**config.mk**
```make
export PLATFORM = sky130hd
export DESIGN_NAME = fork3_sync
export DESIGN_NICKNAME = d
export VERILOG_FILES = /design/src/rtl/fork3_sync.sv
export SDC_FILE = /design/constraint.sdc
export NUM_CORES = 1
export LEC_CHECK = 0
export BUFFER_PORTS_ARGS = -buffer_cell sky130_fd_sc_hd__buf_2
export CORE_AREA = 3 3 40 42
export CTS_CLUSTER_SIZE = 20
export DETAILED_ROUTE_END_ITERATION = 7
export DIE_AREA = 0 0 43 45
export HOLD_SLACK_MARGIN = 0.08
export PLACE_DENSITY = 0.61
export SLEW_MARGIN = 25
export SYNTH_ARGS = -nofsm -noshare
export SYNTH_HDL_FRONTEND = slang
export SYNTH_SLANG_ARGS = --single-unit
```
**constraint.sdc**
```tcl
create_clock -name clk_i -period 1.9 [get_ports clk_i]
set_input_delay 0.095 -clock clk_i [delete_from_list [all_inputs] [get_ports clk_i]]
set_output_delay 0.095 -clock clk_i [all_outputs]
set_load 0.05 [all_outputs]
```
**src/rtl/fork3_sync.sv**
```systemverilog
`default_nettype none
// ============================================================================
// Module   : fork3_sync
// Desc     : 4-phase handshake fork from one upstream to three downstream
//            branches, with every handshake input brought in through its own
//            synchroniser. Define FORK3_TIMEOUT_EN for the sticky watchdog.
// Revision : 1.0 - initial release
// ============================================================================
module fork3_sync #(
    parameter int SYNC_STAGES = 2,
    parameter int TIMEOUT_W   = 8
) (
    input  logic clk_i,
    input  logic rst_i,
    input  logic req_in_i,
    output logic ack_in_o,
    output logic req_out1_o,
    output logic req_out2_o,
    output logic req_out3_o,
    input  logic ack_out1_i,
    input  logic ack_out2_i,
    input  logic ack_out3_i,
    output logic busy_o
`ifdef FORK3_TIMEOUT_EN
    ,
    output logic timeout_o
`endif
);

    typedef enum logic [1:0] {
        ST_IDLE  = 2'd0,
        ST_FORK  = 2'd1,
        ST_ACKED = 2'd2,
        ST_RTZ   = 2'd3
    } state_t;

    // bit 0 = req_in, bits 3:1 = ack_out3..ack_out1
    logic [3:0] w_async_in;
    logic [3:0] w_sync;
    logic       w_req_s;
    logic [2:0] w_ack_s;

    assign w_async_in = {ack_out3_i, ack_out2_i, ack_out1_i, req_in_i};

    for (genvar gi = 0; gi < 4; gi++) begin : g_sync
        logic [SYNC_STAGES-1:0] r_chain;

        always_ff @(posedge clk_i or posedge rst_i) begin
            if (rst_i) begin
                r_chain <= '0;
            end else begin
                r_chain[0] <= w_async_in[gi];
                for (int j = 1; j < SYNC_STAGES; j++) begin
                    r_chain[j] <= r_chain[j-1];
                end
            end
        end

        assign w_sync[gi] = r_chain[SYNC_STAGES-1];
    end

    assign w_req_s = w_sync[0];
    assign w_ack_s = w_sync[3:1];

    state_t     r_state;
    state_t     w_state_next;
    logic [2:0] r_ack_seen;
    logic [2:0] w_ack_seen_next;
    logic       r_req_out;
    logic       r_ack_in;
    logic       r_busy;
    logic       w_req_out_next;
    logic       w_ack_in_next;
    logic       w_busy_next;

    always_comb begin
        w_state_next    = r_state;
        w_ack_seen_next = r_ack_seen;
        case (r_state)
            ST_IDLE: begin
                w_ack_seen_next = 3'b000;
                if (w_req_s) begin
                    w_state_next = ST_FORK;
                end
            end
            ST_FORK: begin
                // Flags are sticky so an early or withdrawn ack still counts,
                // and completion needs every branch to have answered.
                w_ack_seen_next = r_ack_seen | w_ack_s;
                if (&w_ack_seen_next) begin
                    w_state_next = ST_ACKED;
                end
            end
            ST_ACKED: begin
                if (!w_req_s) begin
                    w_state_next = ST_RTZ;
                end
            end
            ST_RTZ: begin
                if (w_ack_s == 3'b000) begin
                    w_state_next    = ST_IDLE;
                    w_ack_seen_next = 3'b000;
                end
            end
            default: begin
                w_state_next    = ST_IDLE;
                w_ack_seen_next = 3'b000;
            end
        endcase
    end

    // Outputs are decoded from the next state so they change on the same
    // edge as the state itself, yet come straight from flops.
    always_comb begin
        w_req_out_next = (w_state_next == ST_FORK) || (w_state_next == ST_ACKED);
        w_ack_in_next  = (w_state_next == ST_ACKED) || (w_state_next == ST_RTZ);
        w_busy_next    = (w_state_next != ST_IDLE);
    end

    always_ff @(posedge clk_i or posedge rst_i) begin
        if (rst_i) begin
            r_state    <= ST_IDLE;
            r_ack_seen <= 3'b000;
            r_req_out  <= 1'b0;
            r_ack_in   <= 1'b0;
            r_busy     <= 1'b0;
        end else begin
            r_state    <= w_state_next;
            r_ack_seen <= w_ack_seen_next;
            r_req_out  <= w_req_out_next;
            r_ack_in   <= w_ack_in_next;
            r_busy     <= w_busy_next;
        end
    end

    assign req_out1_o = r_req_out;
    assign req_out2_o = r_req_out;
    assign req_out3_o = r_req_out;
    assign ack_in_o   = r_ack_in;
    assign busy_o     = r_busy;

`ifdef FORK3_TIMEOUT_EN
    localparam logic [TIMEOUT_W-1:0] C_WDOG_MAX = '1;

    logic [TIMEOUT_W-1:0] r_wdog_cnt;
    logic [TIMEOUT_W-1:0] w_wdog_cnt_next;
    logic                 r_timeout;

    always_comb begin
        w_wdog_cnt_next = r_wdog_cnt;
        if (w_state_next != r_state) begin
            w_wdog_cnt_next = '0;
        end else if (((r_state == ST_FORK) || (r_state == ST_RTZ)) &&
                     (r_wdog_cnt != C_WDOG_MAX)) begin
            w_wdog_cnt_next = r_wdog_cnt + 1'b1;
        end
    end

    // Flag only reports the stall; the handshake keeps waiting regardless.
    always_ff @(posedge clk_i or posedge rst_i) begin
        if (rst_i) begin
            r_wdog_cnt <= '0;
            r_timeout  <= 1'b0;
        end else begin
            r_wdog_cnt <= w_wdog_cnt_next;
            if (w_wdog_cnt_next == C_WDOG_MAX) begin
                r_timeout <= 1'b1;
            end
        end
    end

    assign timeout_o = r_timeout;
`endif

endmodule
`default_nettype wire

```
* Yosys cells after proc, flatten, opt, wreduce, memory -nomap -nowiden *
Index checks and enable logic that the tools add are counted.

operators by class
  shifts and indexed selects = 0
  reductions and logical operators = 8
  multipliers = 0
  div/mod/pow operators = 0
  order comparisons = 0
  muxes and demuxes = 7
  add/sub/neg operators = 0
  equal/unequal tests = 7
  bitwise gates (word level) = 1

operators by type and width
  kind                                                                    count
  3-bit one-hot mux with 3 select lines                                   1
  2-bit equality test (second input constant)                             4
  2-bit 2-to-1 mux                                                        4
  2-bit one-hot mux with 4 select lines                                   1
  2-bit by 1-bit equality test with 1-bit output (second input constant)  2
  3-bit logical NOT                                                       1
  3-bit 2-to-1 mux                                                        1
  3-bit OR                                                                1
  3-bit AND reduction                                                     1
  3-bit nonzero test                                                      1
  2-bit logical NOT                                                       1
  1-bit logical OR                                                        2
  2-bit != test (second input constant)                                   1
  2-bit AND reduction                                                     1
  2-bit nonzero test                                                      1

storage, ports and cells
  latch bits = 0
  input port bits = 6
  logic and storage cells = 32
  register bits after elaboration = 16
  output and inout bits = 5
  memory bits (writable) = 0
  memories kept = 0
  ROM bits = 0

* Logic depth before layout (Yosys ltp) *
  word-level depth = 6
  mapped depth = 3
  depth with buffers taken out = 3

* Least setup slack after synthesis *
No wires, ideal clock.

  path kind = register to register
  from = register g_sync[2].r_chain[1]
  to = register r_ack_in (netlist: ack_in_o)
  arrival time = 0.962 ns
  path buffers = 0
  period minus slack after synthesis = 1.092 ns
  stages on the path, launching flop included = 4
  library setup time = 0.130 ns
  slack = 0.808 ns
  required time = 1.770 ns
  cells stage by stage = dfrtp_1 > nor4b_4 > nand2b_1 > o41ai_1

on the way
  word-level cells in the longest chain between the ends = 6
  elaborated cells between the ends (all ways) = 9
  those cells by class = eq/ne (2); mux (3); bitwise (1); reduce/logical (3)

ends and longest elaborated chain
  what                                     line  source
  start, declared                          46    logic [SYNC_STAGES-1:0] r_chain;
  start signal, assigned by index          54    r_chain[j] <= r_chain[j-1];
  3-bit OR                                 89    w_ack_seen_next = r_ack_seen | w_ack_s;
  3-bit AND reduction                      90    if (&w_ack_seen_next) begin
  2-bit 2-to-1 mux                         90
  2-bit one-hot mux with 4 select lines *  79    case (r_state)
  2-bit equality test                      116   w_ack_in_next = (w_state_next == ST_ACKED) || (w_state_next == ST_RTZ);
  1-bit logical OR *                       116
  net w_ack_in_next                        73    logic w_ack_in_next;
  end signal, assigned                     131   r_ack_in <= w_ack_in_next;
  end, declared                            70    logic r_ack_in;

The timed path passes the listed nets; every way through them passes the cells marked *.
A chain may end at the register's enable or synchronous reset.

* Worst setup path in the final report *
  from = register g_sync[2].r_chain[1]
  to = register r_state[1]

on the way
  word-level cells in the longest chain between the ends = 4
  elaborated cells between the ends (all ways) = 6
  those cells by class = mux (3); bitwise (1); reduce/logical (2)

ends and longest elaborated chain
  what                                     line  source
  3-bit OR                                 89
  3-bit AND reduction                      90
  2-bit 2-to-1 mux                         90
  2-bit one-hot mux with 4 select lines *  79
  net w_state_next[1]                      66    state_t w_state_next;
  end signal, assigned                     128   r_state <= w_state_next;
  end, declared                            65    state_t r_state;

Marked as above.

==> summary.txt <==
Floorplanning
  • Rows: 13
  • Die area: 0.00194 mm^2
  • Initial Utilization: 43.5%
  • Die span in y: 45 um
  • Ports: 11
  • Chip width: 43 um
  • Core ar.: 0.00128 mm^2

Yosys
  • Avg Cell Area, Syn: 13.6 um^2
  • Post-Syn Instances: 41
  • Synth warnings: 0
  • Synth area leaders: dfrtp_1 (72%), o22ai_1 (4.5%), nor4b_4 (4.3%)
  • Share of the synthesized area in the top cell type: 71.6%
  • Largest area contributor in the netlist: dfrtp_1
  • Post-Syn Area: 559 um^2
  • Register area share after synthesis: 71.6%
  • Number of library cell types mapped by synthesis: 14
  • Yosys reg bits: 16
  • Net Count, Synth: 47

Drt
  • 1st-pass router iterations: 4
  • Vias post-DR: 359
  • DRT Wirelength: 858 um
  • Vias/cell: 4.99
  • Final antenna-violating net count: 0
  • DRT iter0 DRCs: 8
  • DRC: 0
  • Drt wl/cell: 11.9 um

Worst setup path
  • Crit path kind: reg -> reg
  • Worst path top cell family by delay: simple AND/OR/NAND/NOR gates
  • Crit-path max cell delay: 420 ps
  • Critical Path AT: 1380 ps
  • Worst-path cell chain: nor4b_4 -> nand2b_1 -> o41ai_1
  • Data required, critical path: 2050 ps
  • Crit-path max FO: 6
  • Worst Path Buf+Inv: 0
  • CP Launch Type: flop
  • Slowest-stage cell, CP: dfrtp_1
  • Endpoint type of the worst setup path: flop

Power and ir drop
  • Maximum VDD drop: 0.000687 V
  • P_int: 0.669 mW
  • Logic gate share of total power: 36.6%
  • Sequential share of power: 44.6%
  • Clock Power Share: 18.9%
  • Leak: 0.318 nW
  • Sw Pwr: 0.464 mW
  • PD cells: 1630 mW/mm^2
  • Sw frac: 40.9%

Clock network
  • Clock transition at path regs: 90 ps
  • CTS tree: yes
  • Clock root cell: clkbuf_4
  • Clk_lat worst skew: 280 ps
  • Clk sink count: 16
  • CTS buffer count: 3
  • H-tree depth: 1
  • Post-CTS resize count: 0
  • Max Buffers Root-to-Sink: 2

STA
  • Slew Limit Fails: 0
  • Worst slew margin: 62.0%
  • Worst Tran Pin Value: 569 ps
  • Final Critical Period: 1230 ps
  • Setup TNS: 0 ps
  • Final setup vio count: 0
  • Final Hold Fails: 0
  • Fmax: 816 MHz
  • Fin Clk Skew: 4.34 ps
  • RSZ-0062 raised after global routing: false
  • Period utilization: 64.5%

Status
  • Status: completed

Global route
  • Vias in the first global route: 384
  • Initial antenna violation count: 0
  • GR Util All Layers: 11.4%
  • Global-route wire length before repair: 1.55 mm
  • Largest net degree at the start of global routing: 17
  • Grt ovf: 0

Final layout
  • Most frequent cells in the layout: dfrtp_1 (16), buf_2 (10), nand2_1 (5), dlygate4sd3_1 (5), o22ai_1 (4)
  • Layout cells sized above 1: 26.3%
  • Antenna cells: 0
  • Area Overhead vs Synth: 24.2%
  • Layout Nets: 64
  • Most common cell after layout, fill and taps aside: dfrtp_1
  • Post-layout util: 54.0%

Hold path
  • Hold Path Class: reg -> reg

Placement
  • GP Congestion: 0.758
  • Detail Placement HPWL: 624 um
  • Port Buffers: 10

Run
  • Max-Cap Viols: 0
final cells by class:
class	instances	area, um^2
sequential	16	400
fill	113	591
timing repair buffer	15	100
multi-input combinational	21	135
tap	15	18.8
clock buffer	4	36.3
inverter	1	3.75
worst reg2reg max path, cell delays in order, from the launching register on:
cell and delay (ps):
dfrtp_1 420, nor4b_4 420, nand2b_1 180, o41ai_1 90
routing by layer:
layer  vias to the layer above  track usage [%]  routed length (um)
met4                         0             7.23                  14
met3                         2             3.59                  52
met1                       167             11.5                 339
met5                         -                0                   0
li1                        175                -                   -
met2                        15             20.4                 450
state kept, by name (all words and copies together), names as in the netlist:
register,cells
req_out1_o,1
g_sync.r_chain,8
busy_o,1
r_state,2
r_ack_seen,3
ack_in_o,1
power by group through the flow:
stage          sequential [mW]  combinational [mW]  clock, mW
2_1_floorplan            0.581               0.282          0
5_1_grt                  0.519               0.442      0.243
3_3_place_gp             0.507               0.402          0
3_5_place_dp             0.512               0.408          0
6_report                 0.505               0.415      0.214
4_1_cts                  0.505               0.417      0.225
synth_stat cells, drive strengths merged:
cell and instances:
inv 1, nor4b 1, o21ai 1, a21oi 1, o22ai 4, buf 3
nand2 5, nor3 1, o32ai 1, o41ai 2, nor2 2, nand2b 3
dfrtp 16
logic make-up (layout without fill, tap and decap cells):
group                  after synthesis  after routing  share of synthesized area [%]
AOI/OAI and AO/OA                    9              9                           11.0
DFF                                 16             16                           71.6
buffers and inverters                4             20                           4.25
and+or+nand+nor                     12             12                           13.2
path summary, 6_finish.rpt:
kind                                           startpoint                              to  slack (ps)  depth (start not counted)
max                        g_sync[2].r_chain[1]$_DFF_PP0_            r_state[1]$_DFF_PP0_         670                          3
min                        g_sync[3].r_chain[0]$_DFF_PP0_  g_sync[3].r_chain[1]$_DFF_PP0_         360                          0
max reg2reg                g_sync[2].r_chain[1]$_DFF_PP0_            r_state[1]$_DFF_PP0_         670                          3
min reg2reg                g_sync[3].r_chain[0]$_DFF_PP0_  g_sync[3].r_chain[1]$_DFF_PP0_         360                          0
max in group asynchronous                           rst_i                busy_o$_DFF_PP0_        1120                          3
min in group asynchronous                           rst_i       r_ack_seen[1]$_DFFE_PP0P_         410                          3
per-stage QoR:
step	instance area, um^2	setup slack (ps)	hold slack (ps)	power (mW)	instances
after CTS	694	674	356	1.15	72
after detailed placement	608	680	184	0.920	63
after global placement	608	763	162	0.909	63
after global routing	694	607	361	1.20	72
final	694	674	355	1.13	72
after floorplan	559	808	8.74	0.863	41
repair_timing:
| item | 4_1_cts | 5_1_grt |
|---|---|---|
| buffers inserted | 0 | 0 |
| endpoints found under the setup margin | 0 | 0 |
| endpoints found under the hold margin | 20 | 0 |
| hold buffers | 5 | 0 |
No activity file was read; power rests on OpenSTA's default activity.
